`config.mk`:
```
export PLATFORM = sky130hd
export DESIGN_NAME = ps2_key_sequencer
export DESIGN_NICKNAME = d
export VERILOG_FILES = /design/src/rtl/ps2_key_sequencer_pkg.sv /design/src/rtl/ps2_key_sequencer.sv
export SDC_FILE = /design/constraint.sdc
export NUM_CORES = 1
export LEC_CHECK = 0
export ABC_AREA = 1
export BUFFER_PORTS_ARGS = -buffer_cell sky130_fd_sc_hd__clkbuf_2
export CORE_UTILIZATION = 25
export CTS_BUF_LIST = sky130_fd_sc_hd__clkbuf_16
export CTS_CLUSTER_SIZE = 20
export DETAILED_ROUTE_END_ITERATION = 8
export PLACE_DENSITY = 0.5
export SYNTH_ARGS = -nofsm -noshare
export SYNTH_HDL_FRONTEND = slang
export SYNTH_SLANG_ARGS = --single-unit
```
`constraint.sdc`:
```
create_clock -name clk -period 1.5 [get_ports clk]
set_input_delay 0.225 -clock clk [delete_from_list [all_inputs] [get_ports clk]]
set_output_delay 0.225 -clock clk [all_outputs]
set_load 0.01 [all_outputs]
```
`src/rtl/ps2_key_sequencer_pkg.sv`:
```
// Shared definitions for the PS/2 key sequencer: FSM state encoding and
// the set-2 scancode bytes that are handled specially.
package ps2_key_sequencer_pkg;

    typedef enum logic [1:0] {
        ST_IDLE   = 2'd0,
        ST_POP    = 2'd1,
        ST_DECODE = 2'd2,
        ST_EMIT   = 2'd3
    } state_t;

    localparam logic [7:0] SC_BREAK = 8'hF0;
    localparam logic [7:0] SC_EXT   = 8'hE0;
    localparam logic [7:0] SC_ERR0  = 8'h00;
    localparam logic [7:0] SC_ERRF  = 8'hFF;

    function automatic logic is_err_code(input logic [7:0] b);
        return (b == SC_ERR0) || (b == SC_ERRF);
    endfunction

endpackage

```
`src/rtl/ps2_key_sequencer.sv`:
```
// Drains the ps2_keyboard FIFO one byte at a time, folds E0/F0 prefixes into
// single key events and hands them to one consumer over valid/ready.
module ps2_key_sequencer
    import ps2_key_sequencer_pkg::*;
#(
    parameter int CNT_W        = 3,
    parameter bit SUPPRESS_RPT = 1'b1
) (
    input  logic             clk,
    input  logic             rst,
    input  logic             ps2_ready,
    input  logic [7:0]       ps2_data,
    input  logic             ps2_overflow,
    output logic             ps2_nextdata_n,
    output logic             ev_valid,
    input  logic             ev_ready,
    output logic [7:0]       ev_code,
    output logic             ev_ext,
    output logic             ev_make,
    output logic             held_valid,
    output logic [7:0]       held_code,
    output logic [CNT_W-1:0] press_count,
    output logic             ovf_sticky,
    input  logic             ovf_clr
);

    state_t           state, state_n;
    logic [7:0]       byte_r, byte_n;
    logic             brk, brk_n, ext, ext_n;
    logic             held_ext, held_ext_n;
    logic             nextdata_n_n;
    logic             ev_valid_n, ev_ext_n, ev_make_n;
    logic [7:0]       ev_code_n;
    logic             held_valid_n;
    logic [7:0]       held_code_n;
    logic [CNT_W-1:0] press_count_n;
    logic             ovf_sticky_n;
    logic             make;
    logic             is_repeat;

    assign make      = !brk;
    assign is_repeat = SUPPRESS_RPT && make && held_valid &&
                       (held_code == byte_r) && (held_ext == ext);

    always_ff @(posedge clk) begin
        if (rst) begin
            state          <= ST_IDLE;
            byte_r         <= 8'h00;
            brk            <= 1'b0;
            ext            <= 1'b0;
            ps2_nextdata_n <= 1'b1;
            ev_valid       <= 1'b0;
            ev_code        <= 8'h00;
            ev_ext         <= 1'b0;
            ev_make        <= 1'b0;
            held_valid     <= 1'b0;
            held_code      <= 8'h00;
            held_ext       <= 1'b0;
            press_count    <= '0;
            ovf_sticky     <= 1'b0;
        end else begin
            state          <= state_n;
            byte_r         <= byte_n;
            brk            <= brk_n;
            ext            <= ext_n;
            ps2_nextdata_n <= nextdata_n_n;
            ev_valid       <= ev_valid_n;
            ev_code        <= ev_code_n;
            ev_ext         <= ev_ext_n;
            ev_make        <= ev_make_n;
            held_valid     <= held_valid_n;
            held_code      <= held_code_n;
            held_ext       <= held_ext_n;
            press_count    <= press_count_n;
            ovf_sticky     <= ovf_sticky_n;
        end
    end

    always_comb begin
        state_n       = state;
        byte_n        = byte_r;
        brk_n         = brk;
        ext_n         = ext;
        nextdata_n_n  = 1'b1;
        ev_valid_n    = ev_valid;
        ev_code_n     = ev_code;
        ev_ext_n      = ev_ext;
        ev_make_n     = ev_make;
        held_valid_n  = held_valid;
        held_code_n   = held_code;
        held_ext_n    = held_ext;
        press_count_n = press_count;
        // A new overflow wins over a clear arriving in the same cycle.
        ovf_sticky_n  = ps2_overflow | (ovf_sticky & ~ovf_clr);

        case (state)
            ST_IDLE: begin
                if (ps2_ready) begin
                    byte_n       = ps2_data;
                    nextdata_n_n = 1'b0;
                    state_n      = ST_POP;
                end
            end
            ST_POP: begin
                state_n = ST_DECODE;
            end
            ST_DECODE: begin
                state_n = ST_IDLE;
                if (byte_r == SC_BREAK) begin
                    brk_n = 1'b1;
                end else if (byte_r == SC_EXT) begin
                    ext_n = 1'b1;
                end else if (is_err_code(byte_r) || is_repeat) begin
                    brk_n = 1'b0;
                    ext_n = 1'b0;
                end else begin
                    ev_code_n  = byte_r;
                    ev_ext_n   = ext;
                    ev_make_n  = make;
                    ev_valid_n = 1'b1;
                    state_n    = ST_EMIT;
                end
            end
            ST_EMIT: begin
                // Nothing is popped here, so queued bytes wait in the FIFO.
                if (ev_ready) begin
                    ev_valid_n = 1'b0;
                    brk_n      = 1'b0;
                    ext_n      = 1'b0;
                    state_n    = ST_IDLE;
                    if (ev_make) begin
                        held_valid_n  = 1'b1;
                        held_code_n   = ev_code;
                        held_ext_n    = ev_ext;
                        press_count_n = press_count + 1'b1;
                    end else if (held_valid && held_code == ev_code &&
                                 held_ext == ev_ext) begin
                        held_valid_n = 1'b0;
                    end
                end
            end
            default: state_n = ST_IDLE;
        endcase
    end

endmodule
```
; Word level (Yosys, flattened, before mapping)
; Cells that the tools add are included.
; W data, S select, Z words.
[totals]
ff_bits = 38
input_bits = 14
elab_cells = 82
[op_classes]
add_sub_neg = 1
eq_ne = 18
mux = 21
bitwise_logic = 7
n_reduce_logical = 21
[ops]
columns = op, n
row1 = $eq A8 B8 Y1 const B, 3
row2 = $eq A8 B8 Y1, 2
row3 = $mux W1, 12
row4 = $reduce_and A4 Y1, 3
row5 = $mux W2, 5
row6 = $ne A2 B2 Y1 const B, 5
row7 = $ne A3 B3 Y1 const B, 3
row8 = $logic_not A8 Y1, 1
row9 = $pmux W2 S4, 1
row10 = $pmux W1 S2, 3
row11 = $reduce_and A3 Y1, 2
row12 = $logic_and A1 B1 Y1, 5
row13 = $not A1 Y1, 5
row14 = $reduce_and A5 Y1, 1
row15 = $eq A2 B2 Y1 const B, 2
row16 = $reduce_and A2 Y1, 2
row17 = $reduce_bool A2 Y1, 2
row18 = $add A3 B1 Y3 const B, 1
row19 = $eq A1 B1 Y1, 2
row20 = $eq A2 B1 Y1 const B, 1
row21 = $logic_not A2 Y1, 1
row22 = $logic_or A1 B1 Y1, 2
row23 = $reduce_or A2 Y1, 1
row24 = $and A1 B1 Y1, 1
row25 = 2 further kinds, 2

; Logic depth before layout (Yosys ltp)
[depth]
word_depth = 9
ltp_mapped = 12
depth_no_buf = 11

; Least setup slack after synthesis
; Ideal clock, no wire load.
[synth_timing]
kind = register to register
startpoint = register held_code[4]
endpoint = register ev_make
setup_ps = 113
t_arrival_ps = 1228
t_required_ps = 1387
setup_slack_ps = 160
path_stages_with_launch = 13
path_buffers = 1
path_cell_list = dfxtp_1 > inv_1 > nand2_1 > nand2_1 > inv_2 > nand2_1 > nor2_1 > nand3_2 > nand4_4 > buf_6 > nand2_1 > nand2_1 > nor2_1
[synth_between]
elab_chain_len = 6
[synth_rtl]
columns = element, line_no
row1 = "start, declared", ps2_key_sequencer.sv:21  ; output logic [7:0] held_code,
row2 = "start signal, assigned", ps2_key_sequencer.sv:72  ; held_code <= held_code_n;
row3 = $eq A8 B8 Y1, ps2_key_sequencer.sv:43  ; (held_code == byte_r) && (held_ext == ext);
row4 = $logic_and A1 B1 Y1, ps2_key_sequencer.sv:42  ; assign is_repeat = SUPPRESS_RPT && make && held_valid &&
row5 = $logic_and A1 B1 Y1, ps2_key_sequencer.sv:43
row6 = $logic_or A1 B1 Y1, ps2_key_sequencer.sv:113  ; end else if (is_err_code(byte_r) || is_repeat) begin
row7 = $not A1 Y1 (no line), n/a
row8 = $reduce_and A4 Y1 (no line), n/a
row9 = "end signal, assigned", ps2_key_sequencer.sv:70  ; ev_make <= ev_make_n;
row10 = "end, declared", ps2_key_sequencer.sv:19  ; output logic ev_make,
; No other way between the ends.
; A chain may end at the register's enable or synchronous reset.

; Worst setup path after layout
[layout_timing]
startpoint = register byte_r[3]
endpoint = register ext
[layout_between]
elab_chain_len = 6
elab_cells_between_ends = 15
classes_between = eq/ne: 6 / mux: 3 / reduce/logical: 6
[layout_rtl]
columns = element, line_no
row1 = "start, declared", ps2_key_sequencer.sv:28  ; logic [7:0] byte_r, byte_n;
row2 = "start signal, assigned", ps2_key_sequencer.sv:63  ; byte_r <= byte_n;
row3 = $eq A8 B8 Y1, ps2_key_sequencer.sv:43
row4 = $logic_and A1 B1 Y1, ps2_key_sequencer.sv:42
row5 = $logic_and A1 B1 Y1, ps2_key_sequencer.sv:43
row6 = $logic_or A1 B1 Y1, ps2_key_sequencer.sv:113
row7 = $ne A3 B3 Y1 (no line), n/a
row8 = $reduce_and A4 Y1 (no line), n/a
row9 = "end signal, assigned", ps2_key_sequencer.sv:65  ; ext <= ext_n;
row10 = "end, declared", ps2_key_sequencer.sv:29  ; logic brk, brk_n, ext, ext_n;
; Several ways; a longest one is shown, not always the timed one. The select of a mux whose other input is x is not followed.

==> run_results.csv <==
group,metric,value,unit
run_status,outcome,"complete, no violations",
clock_tree,clock_sinks,38,
layout,antennaDiodeCount,0,
sta,setup_viol,0,
drt,wl,4.716,mm
clock_tree,cts_setup_buffers,0,
sta,fmax,0.7306,GHz
grt,grt_pass1_vias,1641,
sta,min_period_over_period,91.25,%
floorplan,die_area,7699,µm²
pwr,swShare,26.91,%
synth,synth_compound_area_share,15.18,%
synth,syn_nets,282,
setup_path,critPathMaxFanout,4,
clock_tree,cts_tree,"built",
clock_tree,clockBufferDepth,2,
worst_hold_path,min_path_cells,2,
floorplan,core_area,6944,µm²
pwr,internal-power,2.059,mW
worst_hold_path,min_to,"ps2_nextdata_n$_SDFF_PP1_",
layout,final_cells,422,
sta,whs,0.1274,ns
grt,grt_use_total,13.29,%
synth,netlist_area,1838,µm²
sta,min_period,1.369,ns
setup_path,setup.worst_path.start_class,"flip-flop",
grt,overflow,0,
pwr,seq_power_share,41.0,%
synth,ys_ff_latch,38,
sta,slew_violations,0,
synth,synth-simple-area-share,27.71,%
flow_run,drv_cap,0,
worst_hold_path,hold_path_class,"in -> reg",
sta,tightest_slew,0.4937,ns
drt,vias,1788,
pwr,vdd_drop_max,365.7,µV
setup_path,rr_endpoint,"ext$_SDFFE_PP0P_",
setup_path,reg2reg_setup_slack,0.13,ns
drt,drc,0,
synth,synth_fa_ha_area_share,0.6807,%
drt,via_per_inst,4.237,
pwr,cellLeakagePower,1.192,nW
drt,firstDrtPassIters,4,
grt,grt_antenna_before_repair,0,
clock_tree,cts-root-buf,"clkbuf_16",
floorplan,start_util,26.47,%
clock_tree,numCtsBuffers,5,
synth,muxShareOfSynthArea,0,%
setup_path,arrival,1.57,ns
setup_path,critPathKind,"reg -> reg",
sta,hold_viol,0,
pwr,power,2.818,mW
worst_hold_path,holdCritStartpoint,"ps2_ready",
sta,fin_skew,0.008437,ns
place,place.gp.congestion,0.7960,
drt,dr.first_iter.drc_count,34,
layout,finalNetCount,340,
pwr,clockPowerShare,41.5,%
synth,yosys_warnings,0,
setup_path,cp-end-kind,"flip-flop",
synth,synthCells,267,
drt,ant_nets,0,
place,dp_hpwl,3.606,mm
clock_tree,clk_latency,0.28,ns
pwr,powerDensity,1136,nW/µm²
drt,wl_per_cell,11.18,µm
floorplan,die_w,87.75,µm
floorplan,die_h,87.75,µm
synth,synth_top_family_by_area,"simple AND/OR/NAND/NOR gates",
sta,max-slew-margin-rel,67.01,%
setup_path,rr_startpoint,"byte_r[3]$_SDFFE_PP0P_",
pwr,pwr-share-comb,17.5,%
floorplan,ioPinCount,39,
synth,ys_seq_area_share,41.39,%
place,place_inst,414,
grt,grt_max_degree,19,
synth,synth_cell_type_count,27,
clock_tree,clkTransAtPathRegs,0.06,ns
clock_tree,cts_max_level,2,
pwr,power_switching,0.7581,mW
layout,drive_gt1_share,31.90,%
setup_path,crit_required,1.70,ns
setup_path,r2r_cells,7,
synth,synth_xor_area_share,2.859,%
floorplan,core.rowCount,30,
clock_tree,cts_hold_buf,0,
synth,syn_avg_cell_area,6.884,µm²
layout,area_delta_synth_final,34.92,%
place,io_buffers,38,
grt,grt_pass1_wl,7.866,mm
sta,rsz0062_at_grt,"true",
-- placed cells by master, fill, tap and decap left out, drive strengths merged, types with 3 or more instances in the layout --
| cell | count |
|---|---|
| a21oi | 27 |
| buf | 22 |
| clkbuf | 43 |
| dfxtp | 38 |
| inv | 45 |
| nand2 | 56 |
| nand3 | 11 |
| nand4 | 5 |
| nor2 | 38 |
| o21ai | 25 |
| o22ai | 3 |
| xnor2 | 3 |
| xor2 | 3 |
-- area by class of cell --
| cell class | count | area (µm²) |
|---|---|---|
| multi-input combinational | 175 | 869.6 |
| clock buffer | 5 | 125.1 |
| inverter | 45 | 168.9 |
| tap | 96 | 120.1 |
| clock inverter | 3 | 37.54 |
| timing repair buffer | 60 | 379.1 |
| fill | 760 | 4464 |
| sequential | 38 | 779.5 |
-- metrics by stage --
step	setup TNS (ns)	utilization [%]	area, µm²	setup WS (ns)
after detailed placement	0	32.70	2271	0.04676
after global placement	0	32.70	2271	0.07104
final	0	35.71	2480	0.1312
after floorplan	0	-	1838	0.1598
after CTS	0	35.05	2434	0.04503
after global routing	-0.009066	35.71	2480	-0.009066
-- per-layer routing --
metal  part of all wire [%]  vias to the layer above  track usage, %
met5                      0                        -               0
met4                   0.98                        0           4.024
met3                    5.3                        6           3.864
met2                     42                       35           20.16
met1                     51                      789           18.15
li1                       -                      958               -
-- flip-flops by register name, indices dropped and copies added, names as in the netlist --
register / cells
held_valid: 1
ev_code: 8
ovf_sticky: 1
press_count: 3
byte_r: 8
ev_ext: 1
ev_make: 1
ev_valid: 1
brk: 1
ext: 1
ps2_nextdata_n: 1
state: 2
held_code: 8
held_ext: 1
-- cells by family after synthesis --
family	count (synthesis)
compound gates	55
flops	38
buf+inv	54
xor+xnor	6
fa+ha+maj	1
simple gates	113
-- repair_timing --
action / CTS / global route
setup endpoints to repair: 0 / 23
gates resized for setup: 0 / 23
endpoints found under the hold margin: 0 / 0
-- cells in the mapped netlist, drive strengths merged --
cell type | count | area share [%]
a21oi | 27 | 7.4
and3 | 1 | 0.34
buf | 5 | 2.2
clkbuf | 4 | 0.82
clkinv | 2 | 0.41
dfxtp | 38 | 41
ha | 1 | 0.68
inv | 43 | 8.8
nand2 | 56 | 11
nand3 | 11 | 3.3
nand4 | 5 | 2.9
nor2 | 38 | 9.0
nor3 | 2 | 0.82
o21ai | 25 | 6.8
o22ai | 3 | 1.0
xnor2 | 3 | 1.4
xor2 | 3 | 1.4
-- power groups by stage --
| stage | Combinational, mW | Sequential [mW] | Clock (mW) |
|---|---|---|---|
| detailed placement | 0.483 | 1.17 | 0 |
| global placement | 0.483 | 1.17 | 0 |
| CTS | 0.488 | 1.15 | 1.20 |
| finish | 0.494 | 1.15 | 1.17 |
| global route | 0.565 | 1.17 | 1.23 |
| floorplan | 0.305 | 1.17 | 0 |
-- worst max path at each step --
stage                              startpoint                      end  slack, ns  cells after the start
global placement       byte_r[3]$_SDFFE_PP0P_  ev_code[5]$_SDFFE_PP0P_       0.07                      8
global route           byte_r[5]$_SDFFE_PP0P_  ev_code[3]$_SDFFE_PP0P_     -0.009                     11
detailed placement     byte_r[3]$_SDFFE_PP0P_  ev_code[5]$_SDFFE_PP0P_       0.05                      8
CTS                 held_code[5]$_SDFFE_PP0P_  ev_code[6]$_SDFFE_PP0P_       0.05                     10
finish                 byte_r[3]$_SDFFE_PP0P_         ext$_SDFFE_PP0P_       0.13                      7
floorplan           held_code[4]$_SDFFE_PP0P_     ev_make$_SDFFE_PP0P_       0.16                     12
-- worst max-delay path, stage by stage (launching register included) --
cell	delay, ns
dfxtp_2	0.36
inv_2	0.06
nand4_2	0.15
nor2_2	0.06
buf_4	0.13
o21ai_0	0.26
nand3_1	0.13
a21oi_1	0.15
Note: power is estimated with default switching activity, not from simulation.
